**config.mk**
```make
export PLATFORM = sky130hd
export DESIGN_NAME = button_event_detect
export DESIGN_NICKNAME = d
export VERILOG_FILES = /design/src/rtl/button_event_detect.sv
export SDC_FILE = /design/constraint.sdc
export NUM_CORES = 1
export LEC_CHECK = 0
export CAP_MARGIN = 20
export CORE_MARGIN = 2
export CORE_UTILIZATION = 58
export CTS_BUF_LIST = sky130_fd_sc_hd__clkbuf_8
export CTS_CLUSTER_DIAMETER = 150
export DETAILED_ROUTE_END_ITERATION = 12
export GPL_ROUTABILITY_DRIVEN = 0
export GPL_TIMING_DRIVEN = 0
export PLACE_DENSITY = 0.78
export SYNTH_ARGS = -nofsm -noshare
export SYNTH_HDL_FRONTEND = slang
export SYNTH_SLANG_ARGS = --single-unit
```
**constraint.sdc**
```tcl
create_clock -name CLK32768 -period 2.5 [get_ports CLK32768]
set_input_delay 0.75 -clock CLK32768 [delete_from_list [all_inputs] [get_ports CLK32768]]
set_output_delay 0.75 -clock CLK32768 [all_outputs]
set_load 0.01 [all_outputs]
```
**src/rtl/button_event_detect.sv**
```systemverilog
// Front-panel button conditioning: synchronises and debounces the active-low
// power and reset buttons. It produces one-cycle press/release interrupt
// pulses per button and a long-press level for the power button.
module button_event_detect #(
  parameter int DEBOUNCE   = 1024,
  parameter int DB_W       = 11,
  parameter int LONG_PRESS = 131072,
  parameter int LP_W       = 18
) (
  input  logic       CLK32768,
  input  logic       ResetN,
  input  logic       PowerButtonN,
  input  logic       ResetButtonN,
  output logic [3:0] Interrupt,
  output logic       PowerLongPress,
  output logic       PowerPressed,
  output logic       ResetPressed
);

  typedef enum logic [1:0] {
    IDLE      = 2'd0,
    PRESS_CHK = 2'd1,
    PRESSED   = 2'd2,
    REL_CHK   = 2'd3
  } state_t;

  // Last debounce count before a level change is accepted.
  localparam logic [DB_W-1:0] DB_LAST = DB_W'(DEBOUNCE - 1);
  localparam logic [DB_W-1:0] DB_ZERO = {DB_W{1'b0}};
  localparam logic [DB_W-1:0] DB_ONE  = DB_W'(1);
  localparam logic [LP_W-1:0] LP_MAX  = LP_W'(LONG_PRESS);
  localparam logic [LP_W-1:0] LP_ZERO = {LP_W{1'b0}};
  localparam logic [LP_W-1:0] LP_ONE  = LP_W'(1);

  // Two-flop synchronisers; the pins idle high, so reset loads "released".
  logic pwr_meta_r;
  logic pwr_sync_r;
  logic rst_meta_r;
  logic rst_sync_r;

  // Power button FSM state
  state_t          pwr_state_r;
  logic [DB_W-1:0] pwr_db_r;
  logic [LP_W-1:0] pwr_lp_r;
  logic            pwr_press_r;
  logic            pwr_rel_r;
  logic            pwr_pressed_r;
  logic            pwr_long_r;

  // Reset button FSM state
  state_t          rst_state_r;
  logic [DB_W-1:0] rst_db_r;
  logic            rst_press_r;
  logic            rst_rel_r;
  logic            rst_pressed_r;

  // Bring both asynchronous button pins into the clock domain.
  always_ff @(posedge CLK32768 or negedge ResetN) begin
    if (!ResetN) begin
      pwr_meta_r <= 1'b1;
      pwr_sync_r <= 1'b1;
      rst_meta_r <= 1'b1;
      rst_sync_r <= 1'b1;
    end else begin
      pwr_meta_r <= PowerButtonN;
      pwr_sync_r <= pwr_meta_r;
      rst_meta_r <= ResetButtonN;
      rst_sync_r <= rst_meta_r;
    end
  end

  // Power button debounce FSM with long-press counter and registered pulses.
  always_ff @(posedge CLK32768 or negedge ResetN) begin
    if (!ResetN) begin
      pwr_state_r   <= IDLE;
      pwr_db_r      <= DB_ZERO;
      pwr_lp_r      <= LP_ZERO;
      pwr_press_r   <= 1'b0;
      pwr_rel_r     <= 1'b0;
      pwr_pressed_r <= 1'b0;
      pwr_long_r    <= 1'b0;
    end else begin
      pwr_press_r <= 1'b0;
      pwr_rel_r   <= 1'b0;
      case (pwr_state_r)
        IDLE: begin
          if (!pwr_sync_r) begin
            pwr_state_r <= PRESS_CHK;
            pwr_db_r    <= DB_ZERO;
          end
        end
        PRESS_CHK: begin
          if (pwr_sync_r) begin
            pwr_state_r <= IDLE;
          end else if (pwr_db_r == DB_LAST) begin
            pwr_state_r   <= PRESSED;
            pwr_press_r   <= 1'b1;
            pwr_pressed_r <= 1'b1;
            pwr_lp_r      <= LP_ZERO;
          end else begin
            pwr_db_r <= pwr_db_r + DB_ONE;
          end
        end
        PRESSED: begin
          // Saturating hold-time count; the level rises as the count hits the limit.
          if (pwr_lp_r != LP_MAX) begin
            pwr_lp_r <= pwr_lp_r + LP_ONE;
            if (pwr_lp_r == LP_MAX - LP_ONE) begin
              pwr_long_r <= 1'b1;
            end
          end
          if (pwr_sync_r) begin
            pwr_state_r <= REL_CHK;
            pwr_db_r    <= DB_ZERO;
          end
        end
        REL_CHK: begin
          // Still counted as held while the release is being confirmed.
          if (pwr_lp_r != LP_MAX) begin
            pwr_lp_r <= pwr_lp_r + LP_ONE;
            if (pwr_lp_r == LP_MAX - LP_ONE) begin
              pwr_long_r <= 1'b1;
            end
          end
          if (!pwr_sync_r) begin
            pwr_state_r <= PRESSED;
          end else if (pwr_db_r == DB_LAST) begin
            // A confirmed release drops the long-press level with the pulse.
            pwr_state_r   <= IDLE;
            pwr_rel_r     <= 1'b1;
            pwr_pressed_r <= 1'b0;
            pwr_long_r    <= 1'b0;
            pwr_lp_r      <= LP_ZERO;
          end else begin
            pwr_db_r <= pwr_db_r + DB_ONE;
          end
        end
        default: begin
          pwr_state_r   <= IDLE;
          pwr_db_r      <= DB_ZERO;
          pwr_lp_r      <= LP_ZERO;
          pwr_pressed_r <= 1'b0;
          pwr_long_r    <= 1'b0;
        end
      endcase
    end
  end

  // Reset button debounce FSM with registered pulses.
  always_ff @(posedge CLK32768 or negedge ResetN) begin
    if (!ResetN) begin
      rst_state_r   <= IDLE;
      rst_db_r      <= DB_ZERO;
      rst_press_r   <= 1'b0;
      rst_rel_r     <= 1'b0;
      rst_pressed_r <= 1'b0;
    end else begin
      rst_press_r <= 1'b0;
      rst_rel_r   <= 1'b0;
      case (rst_state_r)
        IDLE: begin
          if (!rst_sync_r) begin
            rst_state_r <= PRESS_CHK;
            rst_db_r    <= DB_ZERO;
          end
        end
        PRESS_CHK: begin
          if (rst_sync_r) begin
            rst_state_r <= IDLE;
          end else if (rst_db_r == DB_LAST) begin
            rst_state_r   <= PRESSED;
            rst_press_r   <= 1'b1;
            rst_pressed_r <= 1'b1;
          end else begin
            rst_db_r <= rst_db_r + DB_ONE;
          end
        end
        PRESSED: begin
          if (rst_sync_r) begin
            rst_state_r <= REL_CHK;
            rst_db_r    <= DB_ZERO;
          end
        end
        REL_CHK: begin
          if (!rst_sync_r) begin
            rst_state_r <= PRESSED;
          end else if (rst_db_r == DB_LAST) begin
            rst_state_r   <= IDLE;
            rst_rel_r     <= 1'b1;
            rst_pressed_r <= 1'b0;
          end else begin
            rst_db_r <= rst_db_r + DB_ONE;
          end
        end
        default: begin
          rst_state_r   <= IDLE;
          rst_db_r      <= DB_ZERO;
          rst_pressed_r <= 1'b0;
        end
      endcase
    end
  end

  assign Interrupt      = {pwr_rel_r, pwr_press_r, rst_rel_r, rst_press_r};
  assign PowerLongPress = pwr_long_r;
  assign PowerPressed   = pwr_pressed_r;
  assign ResetPressed   = rst_pressed_r;

endmodule

```
==> impl_summary.txt <==
----------------------------------------------------
[Hold path]
  Worst min-delay path category ... register to register
  Hold Path Origin ... pwr_meta_r$_DFF_PN1_

[Place]
  Placed Instances ... approximately 390
  HPWL after detailed placement ... between 3000 and 4000 um
  Number of buffer cells added on primary ports ... 10
  Worst setup slack before clock tree synthesis ... 0.368 ns
  Instance area after placement ... between 0.003 and 0.004 mm^2

[STA]
  Highest Clock Rate ... 461 MHz
  Setup_tns ... 0 ns
  Least-Margin Pin Slew ... between 0.6 and 0.7 ns
  Endpoints failing hold ... 0
  Relative slew margins ... 0.570
  Share of the clock period used by the worst path after layout ... 0.867
  Count of endpoints failing setup in the final report ... 0
  Max-slew violation count ... 0
  Setup repair after global routing missed its margin ... false
  Final Critical Period ... between 2 and 2.5 ns
  Final worst-path setup slack ... 0.332 ns
  Skew final ... 0.00641 ns

[Die]
  Die Ht ... between 70 and 80 um
  Placeable core region ... ~0.0048 mm^2
  Die Width ... roughly 75 um
  FP Rows ... 25
  Boundary pin count ... 11
  Initial cell density of the core ... 0.612
  Total die area ... approximately 0.0056 mm^2

[Drt]
  Total wire length ... approximately 5400 um
  Starting DRT DRC Count ... about 160
  Average vias per placed instance ... roughly 5.8
  Number of vias in the routed layout ... roughly 2,300
  Post-DR wirelength/cell ... approximately 14 um
  Routed Antenna Nets ... 0
  First-pass DRT Iterations ... 4
  Drc violations ... 0

[Power and ir drop]
  Cell Pwr Density ... a little over 500 mW/mm^2
  Maximum resistive drop on vdd ... about 0.4 mV
  Leakage power total ... ~1.4 nW

[Setup path]
  Crit-path cells ... inv_1 -> ha_1 -> nor4b_1 -> nand2_1 -> nor3_1 -> buf_2 -> nor4_1 -> o21a_1
  Capturing element type of the critical path ... register
  CP Class ... register to register
  Count of buffer and inverter cells on the critical path ... 2
  Element type at the critical path start ... register
  CP max-delay cell ... sky130_fd_sc_hd__nor3_1
  Family with the most delay on the worst path ... simple AND/OR/NAND/NOR gates
  Crit path largest cell delay ... approximately 0.48 ns
  Start of the worst register-to-register path ... pwr_lp_r[0]$_DFFE_PN0P_
  Critical path required time ... about 2.7 ns
  Arrival time of data at the critical path endpoint ... about 2.4 ns
  Worst Setup SP ... pwr_lp_r[0]$_DFFE_PN0P_
  Top fanout value on the critical path ... 10

[Global routing]
  Maximum number of pins on one net before global-route repair ... 33
  First-pass GRT wire length ... 9680 um
  Antenna violations before repair ... 0
  Number of global-route vias before repair ... between 2,000 and 2,500
  Residual overflow from global routing ... 0
  Most used routing layer ... met2
  Overall fraction of global-route tracks in use ... 0.222
  Global routing usage on met2 ... 0.381
  Global-route track usage on met1 ... 0.291
  Met3 usage in global routing ... 0.0361

[CTS]
  Sink count of the clock tree ... 55
  Longest Clk Path Bufs ... 2
  Clock-pin transition on the worst setup and hold timing paths ... around 0.10 ns
  Post-CTS Hold Buffers ... 0
  Setup repair bufs after CTS ... 0
  Latest clock arrival within the worst-skew pair ... roughly 0.3 ns
  Total CTS buffers ... 5
  Count of H-tree levels built during CTS ... 2
  TritonCTS clock tree ... done
  Post-CTS Resized ... 0
  Clock Root Buffer ... sky130_fd_sc_hd__clkbuf_8

[Run status]
  Run status ... finished, final reports clean

[Finish]
  Final core occ ... 0.679
  Fraction of layout cells with a size suffix above 1 ... 0.103
  FILL cells ... approximately 400
  Area growth, synth to finish ... 10.9%
  Flip-flop count of the largest register, all copies and words added ... 18
  Number of antenna diodes ... 0
  Registers with the most flip-flops ... pwr_lp_r x18, pwr_db_r x11, rst_db_r x11
  Post-route non-filler standard cell count ... 396
  Register with the highest flop count ... pwr_lp_r
  Count of nets after finishing ... about 340
  Final standard cell area without fillers ... 0.00325 mm^2

[Synth]
  Mapped Cells ... 310
  Dominant combinational cell family by area after synthesis ... simple AND/OR/NAND/NOR gates
  Main synth FF type ... sky130_fd_sc_hd__dfrtp_1
  Share of the synthesized area in compound gates (AO/OA/AOI/OAI) ... 0.157
  Synth warnings ... 0
  Simple-gate share of the synthesized area ... 0.247
  XOR/XNOR Fraction of Synth Area ... 0.0329
  Count of flip-flops with a built-in enable after synthesis ... 0
  Mean instance size in the synthesized netlist ... about 9.5 um^2
  Proportion of synthesized area in mux cells ... 0.0286
  Post-synth net total ... roughly 320
  Sequential cell area fraction in the yosys report ... 0.471
  Cell area after synthesis ... ~0.0029 mm^2
  Adder-Cell Fraction of Synth Area ... 0.0171
  Seq cells post-synth ... 55
  Cell variety after synth ... 50
  Fraction of registers with async set/reset ... 1.00

[Flow run]
  Max-cap check violation count ... 0

----------------------------------------------------
metal layers:
layer / vias to the layer above / share of wire
met4: 0 / 0.010
met3: 5 / 0.035
met5: - / 0
li1: 1160 / -
met2: 41 / 0.49
met1: 1098 / 0.47
path summary, 6_finish.rpt:
check | cells after the start | slack (ns) | endpoint
max in group asynchronous | 2 | 1.47 | pwr_sync_r$_DFF_PN1_
hold reg to reg | 0 | 0.36 | pwr_sync_r$_DFF_PN1_
setup reg to reg | 8 | 0.33 | pwr_lp_r[9]$_DFFE_PN0P_
hold / removal | 0 | 0.36 | pwr_sync_r$_DFF_PN1_
min in group asynchronous | 1 | 0.41 | pwr_rel_r$_DFF_PN0_
setup / recovery | 8 | 0.33 | pwr_lp_r[9]$_DFFE_PN0P_
where the power goes:
group	internal, mW	total (mW)	switching, mW
logic	0.0390	0.0920	0.0530
registers	0.916	0.948	0.0317
clock network	0.330	0.616	0.286
total	1.28	1.66	0.371
worst reg2reg max path, stage by stage, from the launching register on:
cell and delay, ns:
sky130_fd_sc_hd__dfrtp_1 0.43, sky130_fd_sc_hd__inv_1 0.09, sky130_fd_sc_hd__ha_1 0.15, sky130_fd_sc_hd__nor4b_1 0.23
sky130_fd_sc_hd__nand2_1 0.10, sky130_fd_sc_hd__nor3_1 0.48, sky130_fd_sc_hd__buf_2 0.33, sky130_fd_sc_hd__nor4_1 0.07
sky130_fd_sc_hd__o21a_1 0.18
kinds of logic (layout without fill, tap and decap cells):
kind of cell	Yosys count	count (layout)
DFF	55	55
adders and majority gates	4	4
muxes	8	8
AOI/OAI and AO/OA	70	70
buffers and inverters	27	46
xor gates and xnor gates	11	11
and+or+nand+nor	135	135
area by class of cell:
| class | instances | area [um^2] | area share |
|---|---|---|---|
| Buffer | 17 | 96.3 | 0.0296 |
| Clock inverter | 2 | 38.8 | 0.0119 |
| Timing Repair Buffer | 11 | 115 | 0.0354 |
| Multi-Input combinational cell | 228 | 1420 | 0.435 |
| Inverter | 10 | 37.5 | 0.0115 |
| Clock buffer | 6 | 82.6 | 0.0254 |
| Sequential cell | 55 | 1380 | 0.425 |
| Tap cell | 67 | 83.8 | 0.0258 |
per-stage QoR:
step                hold slack, ns  total power, mW
finish                       0.361             1.66
global route                 0.365             1.73
CTS                          0.362             1.68
detailed placement           0.347             1.06
global placement             0.345             1.05
floorplan                    0.345             1.01
Yosys cell counts, types with 2 or more instances:
cell | instances | share of area
sky130_fd_sc_hd__xnor2_1 | 8 | 0.024
sky130_fd_sc_hd__o41ai_1 | 2 | 0.0060
sky130_fd_sc_hd__nor4_1 | 4 | 0.0085
sky130_fd_sc_hd__or2b_1 | 2 | 0.0051
sky130_fd_sc_hd__nor2_1 | 18 | 0.023
sky130_fd_sc_hd__nor4b_1 | 3 | 0.0090
sky130_fd_sc_hd__or3_1 | 4 | 0.0085
sky130_fd_sc_hd__a21oi_1 | 15 | 0.026
sky130_fd_sc_hd__buf_4 | 5 | 0.013
sky130_fd_sc_hd__ha_1 | 4 | 0.017
sky130_fd_sc_hd__nand4_1 | 8 | 0.017
sky130_fd_sc_hd__o31ai_1 | 5 | 0.013
sky130_fd_sc_hd__and3_1 | 7 | 0.015
sky130_fd_sc_hd__nand2_1 | 40 | 0.051
sky130_fd_sc_hd__o211ai_1 | 4 | 0.010
sky130_fd_sc_hd__and4_1 | 6 | 0.018
sky130_fd_sc_hd__nand3b_1 | 2 | 0.0051
sky130_fd_sc_hd__or4_1 | 5 | 0.013
sky130_fd_sc_hd__nor3_1 | 6 | 0.010
sky130_fd_sc_hd__o21a_1 | 3 | 0.0077
sky130_fd_sc_hd__a31oi_1 | 6 | 0.013
sky130_fd_sc_hd__clkbuf_1 | 6 | 0.0077
sky130_fd_sc_hd__mux2_2 | 3 | 0.012
sky130_fd_sc_hd__dfstp_2 | 4 | 0.036
sky130_fd_sc_hd__dfrtp_1 | 51 | 0.44
sky130_fd_sc_hd__nand2b_1 | 2 | 0.0043
sky130_fd_sc_hd__a22o_1 | 8 | 0.024
sky130_fd_sc_hd__and2_1 | 3 | 0.0064
sky130_fd_sc_hd__mux2i_1 | 5 | 0.017
sky130_fd_sc_hd__buf_2 | 5 | 0.0085
sky130_fd_sc_hd__inv_1 | 10 | 0.013
sky130_fd_sc_hd__xor2_1 | 3 | 0.0090
sky130_fd_sc_hd__nand3_1 | 18 | 0.031
sky130_fd_sc_hd__o21ai_0 | 18 | 0.031
sky130_fd_sc_hd__a21boi_0 | 2 | 0.0051
cell usage in the layout (no fill, tap or decap), drive strengths merged, types with 6 or more instances in the layout:
cell           count
o21ai             18
and3               7
nand4              9
inv               11
a31oi              7
and4               6
xnor2              8
dfrtp             51
buf               13
clkbuf            12
nand3             18
a22o               8
a21oi             16
nor3               6
clkdlybuf4s50      9
nand2             40
nor2              18
No activity file was read; power rests on OpenSTA's default activity.
